[src/rtl/uart_tx_frame_gen.sv]
// rtl/uart_tx_frame_gen.sv - UART transmit frame generator (start, data, optional parity, 1/2 stop)
// Optional line-break feature is enabled by defining UART_TX_BREAK_EN.
module uart_tx_frame_gen #(
   parameter int   DATA_WIDTH = 8,
   parameter logic IDLE_LEVEL = 1'b1
) (
   input  logic                  CLK,
   input  logic                  RST,
   input  logic [DATA_WIDTH-1:0] P_DATA,
   input  logic                  DATA_VALID,
   input  logic                  PAR_EN,
   input  logic                  PAR_TYP,
   input  logic                  STOP2,
`ifdef UART_TX_BREAK_EN
   input  logic                  BREAK,
`endif
   output logic                  TX_OUT,
   output logic                  BUSY,
   output logic                  DATA_ACK
);

   localparam int CW = $clog2(DATA_WIDTH);
   localparam logic [CW-1:0] CNT_LAST = CW'(DATA_WIDTH - 1);

   typedef enum logic [2:0] {
      S_IDLE, S_START, S_DATA, S_PARITY, S_STOP1, S_STOP2
   } state_t;

   state_t                state_q, state_n;
   logic                  tx_q, tx_n;
   logic                  ack_q, accept;
   logic [CW-1:0]         cnt_q, cnt_n;
   logic [DATA_WIDTH-1:0] data_q;
   logic                  par_en_q, par_typ_q, stop2_q;
   logic                  frame_end, can_accept;
`ifdef UART_TX_BREAK_EN
   logic                  break_q, break_n;
`endif

   // Break blocks acceptance both while held and for the cycle that restores the idle level.
`ifdef UART_TX_BREAK_EN
   assign can_accept = !BREAK && !break_q;
`else
   assign can_accept = 1'b1;
`endif

   always_comb begin
      state_n   = state_q;
      tx_n      = tx_q;
      cnt_n     = '0;
      accept    = 1'b0;
      frame_end = 1'b0;
`ifdef UART_TX_BREAK_EN
      break_n   = break_q;
`endif
      case (state_q)
         S_IDLE: begin
            tx_n = IDLE_LEVEL;
`ifdef UART_TX_BREAK_EN
            if (BREAK) begin
               break_n = 1'b1;
               tx_n    = 1'b0;
            end else if (break_q) begin
               break_n = 1'b0;
            end else
`endif
            if (DATA_VALID) begin
               accept  = 1'b1;
               state_n = S_START;
               tx_n    = 1'b0;
            end
         end
         S_START: begin
            state_n = S_DATA;
            tx_n    = data_q[0];
         end
         S_DATA: begin
            if (cnt_q == CNT_LAST) begin
               if (par_en_q) begin
                  state_n = S_PARITY;
                  tx_n    = (^data_q) ^ par_typ_q;
               end else begin
                  state_n = S_STOP1;
                  tx_n    = 1'b1;
               end
            end else begin
               cnt_n = cnt_q + CW'(1);
               tx_n  = data_q[cnt_n];
            end
         end
         S_PARITY: begin
            state_n = S_STOP1;
            tx_n    = 1'b1;
         end
         S_STOP1: begin
            if (stop2_q) begin
               state_n = S_STOP2;
               tx_n    = 1'b1;
            end else begin
               frame_end = 1'b1;
            end
         end
         S_STOP2: frame_end = 1'b1;
         default: state_n = S_IDLE;
      endcase

      // Back-to-back: the final stop bit is followed directly by the next start bit.
      if (frame_end) begin
         if (DATA_VALID && can_accept) begin
            accept  = 1'b1;
            state_n = S_START;
            tx_n    = 1'b0;
         end else begin
            state_n = S_IDLE;
            tx_n    = IDLE_LEVEL;
         end
      end
   end

   always_ff @(posedge CLK or negedge RST) begin
      if (!RST) begin
         state_q   <= S_IDLE;
         tx_q      <= IDLE_LEVEL;
         ack_q     <= 1'b0;
         cnt_q     <= '0;
         data_q    <= '0;
         par_en_q  <= 1'b0;
         par_typ_q <= 1'b0;
         stop2_q   <= 1'b0;
`ifdef UART_TX_BREAK_EN
         break_q   <= 1'b0;
`endif
      end else begin
         state_q <= state_n;
         tx_q    <= tx_n;
         ack_q   <= accept;
         cnt_q   <= cnt_n;
`ifdef UART_TX_BREAK_EN
         break_q <= break_n;
`endif
         if (accept) begin
            data_q    <= P_DATA;
            par_en_q  <= PAR_EN;
            par_typ_q <= PAR_TYP;
            stop2_q   <= STOP2;
         end
      end
   end

   assign TX_OUT   = tx_q;
   assign DATA_ACK = ack_q;
`ifdef UART_TX_BREAK_EN
   assign BUSY     = (state_q != S_IDLE) || break_q;
`else
   assign BUSY     = (state_q != S_IDLE);
`endif

endmodule
[config.mk]
export PLATFORM = sky130hd
export DESIGN_NAME = uart_tx_frame_gen
export DESIGN_NICKNAME = d
export VERILOG_FILES = /design/src/rtl/uart_tx_frame_gen.sv
export SDC_FILE = /design/constraint.sdc
export NUM_CORES = 1
export LEC_CHECK = 0
export ABC_AREA = 1
export CAP_MARGIN = 20
export CORE_MARGIN = 1.5
export CORE_UTILIZATION = 35
export DETAILED_ROUTE_END_ITERATION = 7
export GPL_TIMING_DRIVEN = 0
export MAX_ROUTING_LAYER = met4
export PLACE_DENSITY_LB_ADDON = 0.1
export SLEW_MARGIN = 20
export SYNTH_ARGS = -nofsm -noshare
export SYNTH_HDL_FRONTEND = slang
export SYNTH_SLANG_ARGS = --single-unit
[constraint.sdc]
create_clock -name CLK -period 2.5 [get_ports CLK]
set_input_delay 0.75 -clock CLK [delete_from_list [all_inputs] [get_ports CLK]]
set_output_delay 0.75 -clock CLK [all_outputs]
set_load 0.01 [all_outputs]
==> results.py <==
metrics = {
    "setup_path": {
        "critical_path_class": "flip-flop to output port",
        "crit_required_ns": 1.75,
        "crit_family": "buffers and inverters",
        "max_stage_delay_ns": 0.51,
        "slowest_stage": "clkdlybuf4s50_1",
        "crit_buf_inv": 1,
        "crit_start": "state_q[1]$_DFFE_PN0P_",
        "path_cells": "nor2_1, nand2_1, clkdlybuf4s50_1",
        "r2r_start": "cnt_q[0]$_DFF_PN0_",
        "crit_arrival_ns": 1.65,
        "timing.rr.end": "TX_OUT$_DFFE_PN1P_",
        "rrSetupSlack_ns": 0.80,
        "crit_path_start_kind": "flip-flop",
        "r2r_cells": 13,
        "cp_max_fo": 5,
        "cp-end-kind": "output port",
    },
    "placement": {
        "dpl.hpwl_mm": 1.83,
        "place_congestion": 0.825,
        "placed_area_um2": 1290,
        "dp_cells": 203,
        "port_buffers": 16,
    },
    "timing": {
        "worst_pin_slew_ns": 0.848,
        "finalHoldViolCount": 0,
        "rsz0062_at_grt": "false",
        "drv_slew": 0,
        "period_share_pct": 95.8,
        "clock_skew_ns": 0.00124,
        "slew_headroom_pct": 43.3,
        "tns_ns": 0,
        "fmax_mhz": 417,
        "setup_violations": 0,
        "min_period_ns": 2.40,
    },
    "flow_run": {
        "cap_violations": 0,
    },
    "detailed_routing": {
        "ant_nets": 0,
        "drc_errors": 0,
        "wl_per_cell_um": 10.9,
        "drt_wl_total_mm": 2.27,
        "dr.pass1.iters": 4,
        "routed_via_density": 4.83,
        "drt_iter0_drc": 35,
        "num_vias": 999,
    },
    "cells_and_area": {
        "drive_gt1_share_pct": 5.75,
        "final_cells": 207,
        "nNetsFinal": 191,
        "antenna_cells": 0,
        "area_growth_pct": 21.0,
        "fin_area_um2": 1310,
        "fin_util_pct": 43.7,
    },
    "clocking": {
        "cts_tree": "yes",
        "cts_hold_buffers": 0,
        "cts_resized": 0,
        "cts_sinks": 19,
        "clock_latency_ns": 0.29,
        "cts_buffer_depth": 2,
        "htree_levels": 1,
        "cts_made_buffers": 3,
        "path_clk_slew_ns": 0.10,
        "post_cts_buffers": 0,
        "cts-root-buf": "clkbuf_4",
    },
    "power_and_ir_drop": {
        "peakVddDrop_mv": 0.469,
        "p_leak_nw": 0.675,
        "p_per_area_nw_per_um2": 1170,
    },
    "global_route": {
        "grt_use_total_pct": 15.6,
        "grt_overflow": 0,
        "grt_pass1_vias": 979,
        "grt_pass1_wl_mm": 4.00,
        "grt_max_degree": 20,
        "antenna_found_initial": 0,
    },
    "synthesis": {
        "yosysWarnings": 0,
        "postSynthAreaPerCell_um2": 7.04,
        "synth_cell_type_count": 21,
        "synth_top_area_share_pct": 41.5,
        "syn-cell-area_um2": 1080,
        "ys_seq_area_share_pct": 43.9,
        "syn_nets": 170,
        "ys_ff_latch": 19,
        "yosys-top-cells-area": "dfrtp_1, nand2_1, inv_1, o21ai_1, o21ai_0",
        "yosysTopAreaCell": "dfrtp_1",
        "synthCells": 154,
    },
    "hold_path": {
        "min_to": "TX_OUT$_DFFE_PN1P_",
        "whs_path_depth": 2,
        "hold_path_class": "flip-flop to flip-flop",
        "worstHoldStart": "TX_OUT$_DFFE_PN1P_",
    },
    "floorplanning": {
        "die_area_um2": 3440,
        "rows": 20,
        "core_region_area_um2": 3000,
        "dieHeight_um": 58.7,
        "die_x_um": 58.7,
        "ioPinCount": 17,
        "start_util_pct": 36.1,
    },
    "run_status": {
        "status": "complete, no violations",
    },
}
cell type report:
| type | count | area, um^2 |
|---|---|---|
| Tap cell | 33 | 41.3 |
| Multi-Input combinational cell | 109 | 499 |
| Timing Repair Buffer | 16 | 160 |
| Sequential cell | 19 | 477 |
| Fill cell | 318 | 1690 |
| Buffer | 3 | 22.5 |
| Clock buffer | 4 | 26.3 |
| Inverter | 23 | 86.3 |
per-stage QoR:
stage / setup WS (ns) / power, W / hold slack, ns
floorplan: 0.951 / 0.00115 / 0.454
global route: 0.0275 / 0.00172 / 0.502
detailed placement: 0.421 / 0.00140 / 0.471
global placement: 0.426 / 0.00137 / 0.458
finish: 0.104 / 0.00153 / 0.481
CTS: 0.0908 / 0.00156 / 0.487
Yosys cell counts, drive strengths merged:
| cell | instances |
|---|---|
| mux2 | 1 |
| dfrtp | 18 |
| ha | 2 |
| nand3 | 5 |
| a211oi | 1 |
| nor2 | 9 |
| inv | 23 |
| clkbuf | 1 |
| a221oi | 1 |
| o21ai | 17 |
| buf | 2 |
| a21oi | 5 |
| dfstp | 1 |
| a311oi | 1 |
| nand2 | 64 |
| nor3 | 3 |
registers in the layout (all words and copies together), names as in the netlist:
name / count
state_q: 3
stop2_q: 1
data_q: 8
TX_OUT: 1
par_en_q: 1
par_typ_q: 1
cnt_q: 3
DATA_ACK: 1
worst register-to-register path, cell delays in order, from the launching register on:
cell     delay (ns)
dfrtp_1        0.39
ha_1           0.20
ha_1           0.31
inv_1          0.09
a21oi_1        0.10
o21ai_0        0.09
nand3_1        0.10
nand3_1        0.08
nand2_1        0.06
inv_1          0.03
nand2_1        0.06
nand2_1        0.05
nand2_1        0.05
nand2_1        0.05
metal layers:
metal | global-route usage (%) | wire (um) | vias to the layer above
met5 | - | 0 | -
met3 | 3.30 | 38 | 2
met2 | 27.1 | 1190 | 4
met1 | 18.0 | 1020 | 470
li1 | - | - | 523
met4 | 4.87 | 18 | 0
cell families (layout without fill, tap and decap cells):
group	after synthesis	in the layout	synth area share [%]
buf+inv	26	46	10.0
fa+ha+maj	2	2	2.31
simple gates	81	81	29.4
mux	1	1	1.04
compound gates	25	25	13.3
flops	19	19	43.9
worst max-delay path by stage:
stage | endpoint | slack (ns) | cells after the start
detailed placement | stop2_q$_DFFE_PN0P_ | 0.42 | 4
global placement | stop2_q$_DFFE_PN0P_ | 0.43 | 4
finish | BUSY | 0.10 | 3
floorplan | TX_OUT$_DFFE_PN1P_ | 0.95 | 13
global route | BUSY | 0.03 | 3
CTS | BUSY | 0.09 | 3
placed cells by master (no fill, tap or decap):
| master | count |
|---|---|
| buf_4 | 1 |
| clkbuf_1 | 2 |
| nor3_2 | 1 |
| clkdlybuf4s50_1 | 16 |
| ha_1 | 2 |
| a221oi_1 | 1 |
| inv_2 | 1 |
| inv_1 | 22 |
| nor3_1 | 2 |
| dfrtp_1 | 18 |
| a21oi_1 | 5 |
| dfstp_2 | 1 |
| clkbuf_4 | 3 |
| a311oi_1 | 1 |
| nand3_1 | 5 |
| nor2_1 | 9 |
| o21ai_0 | 7 |
| o21ai_1 | 9 |
| nand2_1 | 64 |
| a211oi_2 | 1 |
| mux2_1 | 1 |
| o21ai_2 | 1 |
| buf_6 | 1 |
where the power goes:
part           switching (W)  leakage (nW)  internal (W)
combinational       0.000493         0.422      0.000324
sequential          0.000110         0.238      0.000449
clock              0.0000910        0.0150     0.0000620
Power figures use the tool's default switching activity.
==> variant 1 (config.mk and constraints unchanged) <==
Add a define of `UART_TX_BREAK_EN`.
--- a/src/rtl/uart_tx_frame_gen.sv
+++ b/src/rtl/uart_tx_frame_gen.sv
@@ -1,5 +1,7 @@
 // rtl/uart_tx_frame_gen.sv - UART transmit frame generator (start, data, optional parity, 1/2 stop)
 // Optional line-break feature is enabled by defining UART_TX_BREAK_EN.
+`define UART_TX_BREAK_EN
+
 module uart_tx_frame_gen #(
    parameter int   DATA_WIDTH = 8,
    parameter logic IDLE_LEVEL = 1'b1
Interface: changed (added BREAK); port bits go from 17 to 18. No check against the original RTL was run, so the function may have changed too.
==> variant 1 against the original RTL <==
- count of clock-buffer cells in the layout stayed put
- total power rose by 0.42%
- synthesized cell count down 5.8%
- setup slack improved by 0.27 ns
- critical path depth is 2 lower
- sequential share of layout area is 0.17 points higher
- sequential cell count is 1 higher
- wire length rose by 0.49%
- synthesized area up 1.5%
- final area increased by 4.8%
- clock power grew 29%
- critical endpoint is now TX_OUT
- highest routed layer unchanged
==> variant 1: results (changes against the original RTL) <==
* Status: completed
* Clock Path Buffers at 2 (unchanged)
* Port Buffers at 17 (+1)
* H-tree levels at 1 (unchanged)
* Post-CTS setup buffers at 0 (unchanged)
* GRT Overall Usage at 15.2% (-0.36 points)
* Global-route wire length before repair at 3860 µm (-3.4%)
* Cell family with most CP delay: flip-flops
* Post-synth cell types at 18 (-14%)
* Biggest regs: data_q (8), cnt_q (3), state_q (3)
* Clk_skew at 0.00413 ns (+0.00289 ns)
* Leak Pwr at 0.685 nW (+1.5%)
* Routed wire length at 2280 µm (+0.49%)
* Layout Cells excl Fill at 210 (+1.4%)
* Synth Net Count at 162 (-4.7%)
* Worst vdd ir at 0.000426 V (-9.3%)
* Critical Path Fanout Max at 2 (-3)
* Slowest stage cell on the critical path: dfstp_2
* Ant. Diodes at 0 (unchanged)
* Post-detail-place hpwl at 1620 µm (-11%)
* Total CTS buffers at 3 (unchanged)
* DRT Pass-1 Iters at 4 (unchanged)
* GPL Wtd Cong at 0.863 (+4.6%)
* Slew HR at 37.8% (-5.5 points)
* Hold WC Path Type: reg -> reg
* Yosys warnings at 0 (unchanged)
* Largest net degree at the start of global routing at 21 (+5.0%)
* Largest stage delay on the critical path at 0.55 ns (+0.04 ns)
* DR iter-0 viols at 35 (unchanged)
* Reg2Reg Depth at 12 (-1)
* Arr. time, crit path at 1.38 ns (-0.27 ns)
* Post-synth top cells: 39 x nand2_1, 28 x inv_1, 19 x dfrtp_1
* Clk slew on worst S/H paths at 0.12 ns (+0.02 ns)
* CTS Root Cell: clkbuf_4
* Antenna violations before repair at 0 (unchanged)
* Most common flop cell mapped by yosys: dfrtp_1
* Cells on Worst Hold Path at 2 (unchanged)
* Seq/Total Area, Yosys at 45.6% (+1.6 points)
* Avg Cell Area, Syn at 7.59 µm² (+7.8%)
* Vias in the first global route at 917 (-6.3%)
* Layout cells sized above 1 at 9.04% (+3.3 points)
* Post-CTS resize count at 1 (+1)
* Via count at 959 (-4.0%)
* Ranking of synthesized cells by area: dfrtp_1 43%, nand2_1 13%, inv_1 9.5%
* Post-DRT Antenna Nets at 0 (unchanged)
* Nets@finish at 184 (-3.7%)
* Clk_lat worst skew at 0.31 ns (+0.02 ns)
* Async SR Flop Fraction at 100% (unchanged)
* Slew Limit Fails at 0 (unchanged)
## variant 1: report_power, final
group	internal (mW)	switching, mW	leakage [nW]
Sequential	0.468	0.127	0.250
Clock	0.0890	0.108	0.0210
Combinational	0.320	0.424	0.414
## variant 1: cell type report
type	count	area, µm²
fillers	315	1650
flip-flops and latches	20	502
multi-input cells	94	484
repair buffers	17	173
inverters	29	109
well taps	44	55.1
clock buffers	4	36.3
plain buffers	2	16.3
## variant 1: logic make-up after synthesis
family,count (synthesis),share of synthesized area (%)
mux,3,4.09
flops,20,45.6
fa+ha+maj,2,2.27
simple gates,65,24.3
compound gates,23,11.6
buf+inv,31,11.4
xor+xnor,1,0.796
## variant 1: path summary, 6_finish.rpt
kind                                from         end  slack (ns)
worst max-delay path              TX_OUT      TX_OUT        0.37
min in group asynchronous            RST   data_q[7]        0.94
worst max register to register  cnt_q[0]      TX_OUT        0.71
worst min-delay path              TX_OUT      TX_OUT        0.47
worst min register to register    TX_OUT      TX_OUT        0.47
max in group asynchronous            RST  state_q[1]        0.99
## variant 1: metal layers
| metal | wire, µm | part of all wire (%) | GRT usage, % |
|---|---|---|---|
| met3 | 119 | 5.2 | 4.59 |
| met4 | 9 | 0.40 | 4.55 |
| met1 | 1200 | 53 | 19.7 |
| met5 | 0 | 0 | - |
| met2 | 943 | 41 | 23.0 |
## variant 1: stage by stage
step | util (%) | power [mW] | setup WS (ns) | hold slack [ns] | instance area, µm²
final | 45.4 | 1.54 | 0.373 | 0.474 | 1380
after CTS | 45.1 | 1.54 | 0.0169 | 0.479 | 1370
after global routing | 45.4 | 1.68 | 0.264 | 0.491 | 1380
after global placement | 43.8 | 1.31 | 0.176 | 0.459 | 1330
after detailed placement | 43.8 | 1.32 | 0.163 | 0.459 | 1330
after floorplan | - | 1.12 | 0.774 | 0.454 | 1100
==> variant 2 (same settings) <==
Without the edit above. The 6 states of `state_t` get a one-hot encoding in 6 bits.
--- a/src/rtl/uart_tx_frame_gen.sv
+++ b/src/rtl/uart_tx_frame_gen.sv
@@ -22,8 +22,8 @@
    localparam int CW = $clog2(DATA_WIDTH);
    localparam logic [CW-1:0] CNT_LAST = CW'(DATA_WIDTH - 1);
 
-   typedef enum logic [2:0] {
-      S_IDLE, S_START, S_DATA, S_PARITY, S_STOP1, S_STOP2
+   typedef enum logic [5:0] {
+      S_IDLE = 6'b000001, S_START = 6'b000010, S_DATA = 6'b000100, S_PARITY = 6'b001000, S_STOP1 = 6'b010000, S_STOP2 = 6'b100000
    } state_t;
 
    state_t                state_q, state_n;
Behaviour: no difference found for any inputs over 10 cycles, from zero or initial values and one cycle with RST low; not proved beyond that.
==> variant 2 against the original RTL <==
- largest cell class unchanged
- sequential share of layout area increased by 0.73 points
- setup slack better by 0.034 ns
- clock skew about the same
- total power increased by 13%
- critical path type unchanged
- sequential cell count grew 3
- global-route usage is 1.5 points lower
- register-to-register slack improved by 0.09 ns
- core utilization rose by 0.67 points
- die area rose by 14%
- synthesized cell count increased by 3.2%
- final area rose by 14%
- largest power group unchanged
- synthesized area up 15%
- wire length grew 8.0%
==> variant 2: results (changes against the original RTL) <==
* DRT Pass-1 Iters at 3 (-1)
* DR iter-0 viols at 31 (-11%)
* Clk_lat worst skew at 0.31 ns (+0.02 ns)
* Xor/xnor share of the synthesized area at 2.82% (+2.8 points)
* Transition time of the tightest slew-check pin at 0.492 ns (-0.357 ns)
* Adder-cell share of the synthesized area at 2.01% (-0.29 points)
* WL met3 at 55 µm (+45%)
* Post-synth top cells: 50 x nand2_1, 23 x inv_1, 20 x dfrtp_1
* Hold WC Path Type: in -> async
* Via count at 1,030 (+3.1%)
* GPL Wtd Cong at 0.841 (+1.9%)
* Post-synthesis mux area share at 2.11% (+1.1 points)
* Layout cells sized above 1 at 12.3% (+6.5 points)
* Global-route wire length before repair at 4330 µm (+8.3%)
* Met2 usage at 21.2% (-5.9 points)
* Post-route setup slack at 0.138 ns (+0.0337 ns)
* Internal power at 0.981 mW (+17%)
* Post-detail-place hpwl at 1910 µm (+4.4%)
* Status: completed
* Worst vdd ir at 0.000549 V (+17%)
* Arr. time, crit path at 1.61 ns (-0.04 ns)
* GRT Overall Usage at 14.1% (-1.5 points)
* Met1 usage at 19.4% (+1.4 points)
* Nets@finish at 196 (+2.6%)
* Post-synth cell types at 24 (+14%)
* Post-synthesis compound-gate area fraction at 6.04% (-7.2 points)
* Met1 wire length at 1260 µm (+23%)
* Pwr Density at 1150 nW/µm² (-0.91%)
==> variant 2: changes by cell type after synthesis, moves of 2 or more <==
| cell | unedited run | this run |
|---|---|---|
| nor2_2 | 0 | 2 |
| xor2_1 | 0 | 2 |
| nand3_1 | 5 | 14 |
| nand2_2 | 0 | 2 |
| nand4_1 | 0 | 3 |
| o21ai_0 | 7 | 9 |
| nor3_1 | 2 | 0 |
| a21oi_1 | 5 | 2 |
| xnor2_1 | 0 | 2 |
| o21ai_1 | 9 | 4 |
| nand2_1 | 64 | 50 |
| nand2_4 | 0 | 2 |
| dfrtp_1 | 18 | 20 |
| nor2_1 | 9 | 11 |
==> variant 2: final timing paths <==
path                       startpoint        end  depth (start not counted)
hold reg to reg                TX_OUT     TX_OUT                          2
setup / recovery           state_q[4]       BUSY                          3
setup reg to reg           state_q[1]  data_q[6]                          9
max in group asynchronous         RST     TX_OUT                          1
min in group CLK               TX_OUT     TX_OUT                          2
hold / removal                    RST  data_q[6]                          1
==> variant 2: through the flow <==
| stage | instance area, µm² | util (%) | hold WS (ns) | cells |
|---|---|---|---|---|
| global route | 1490 | 44.4 | 0.407 | 225 |
| floorplan | 1240 | - | 0.454 | 159 |
| finish | 1490 | 44.4 | 0.383 | 225 |
| detailed placement | 1460 | 43.5 | 0.460 | 221 |
| CTS | 1500 | 44.5 | 0.482 | 225 |
| global placement | 1460 | 43.5 | 0.460 | 221 |
==> variant 2: final cells by class <==
cell class / instances / area [µm²]
well taps: 46 / 57.6
clock buffers: 4 / 36.3
plain buffers: 2 / 22.5
inverters: 26 / 100
fillers: 357 / 1870
flip-flops and latches: 22 / 553
repair buffers: 16 / 155
multi-input cells: 109 / 568
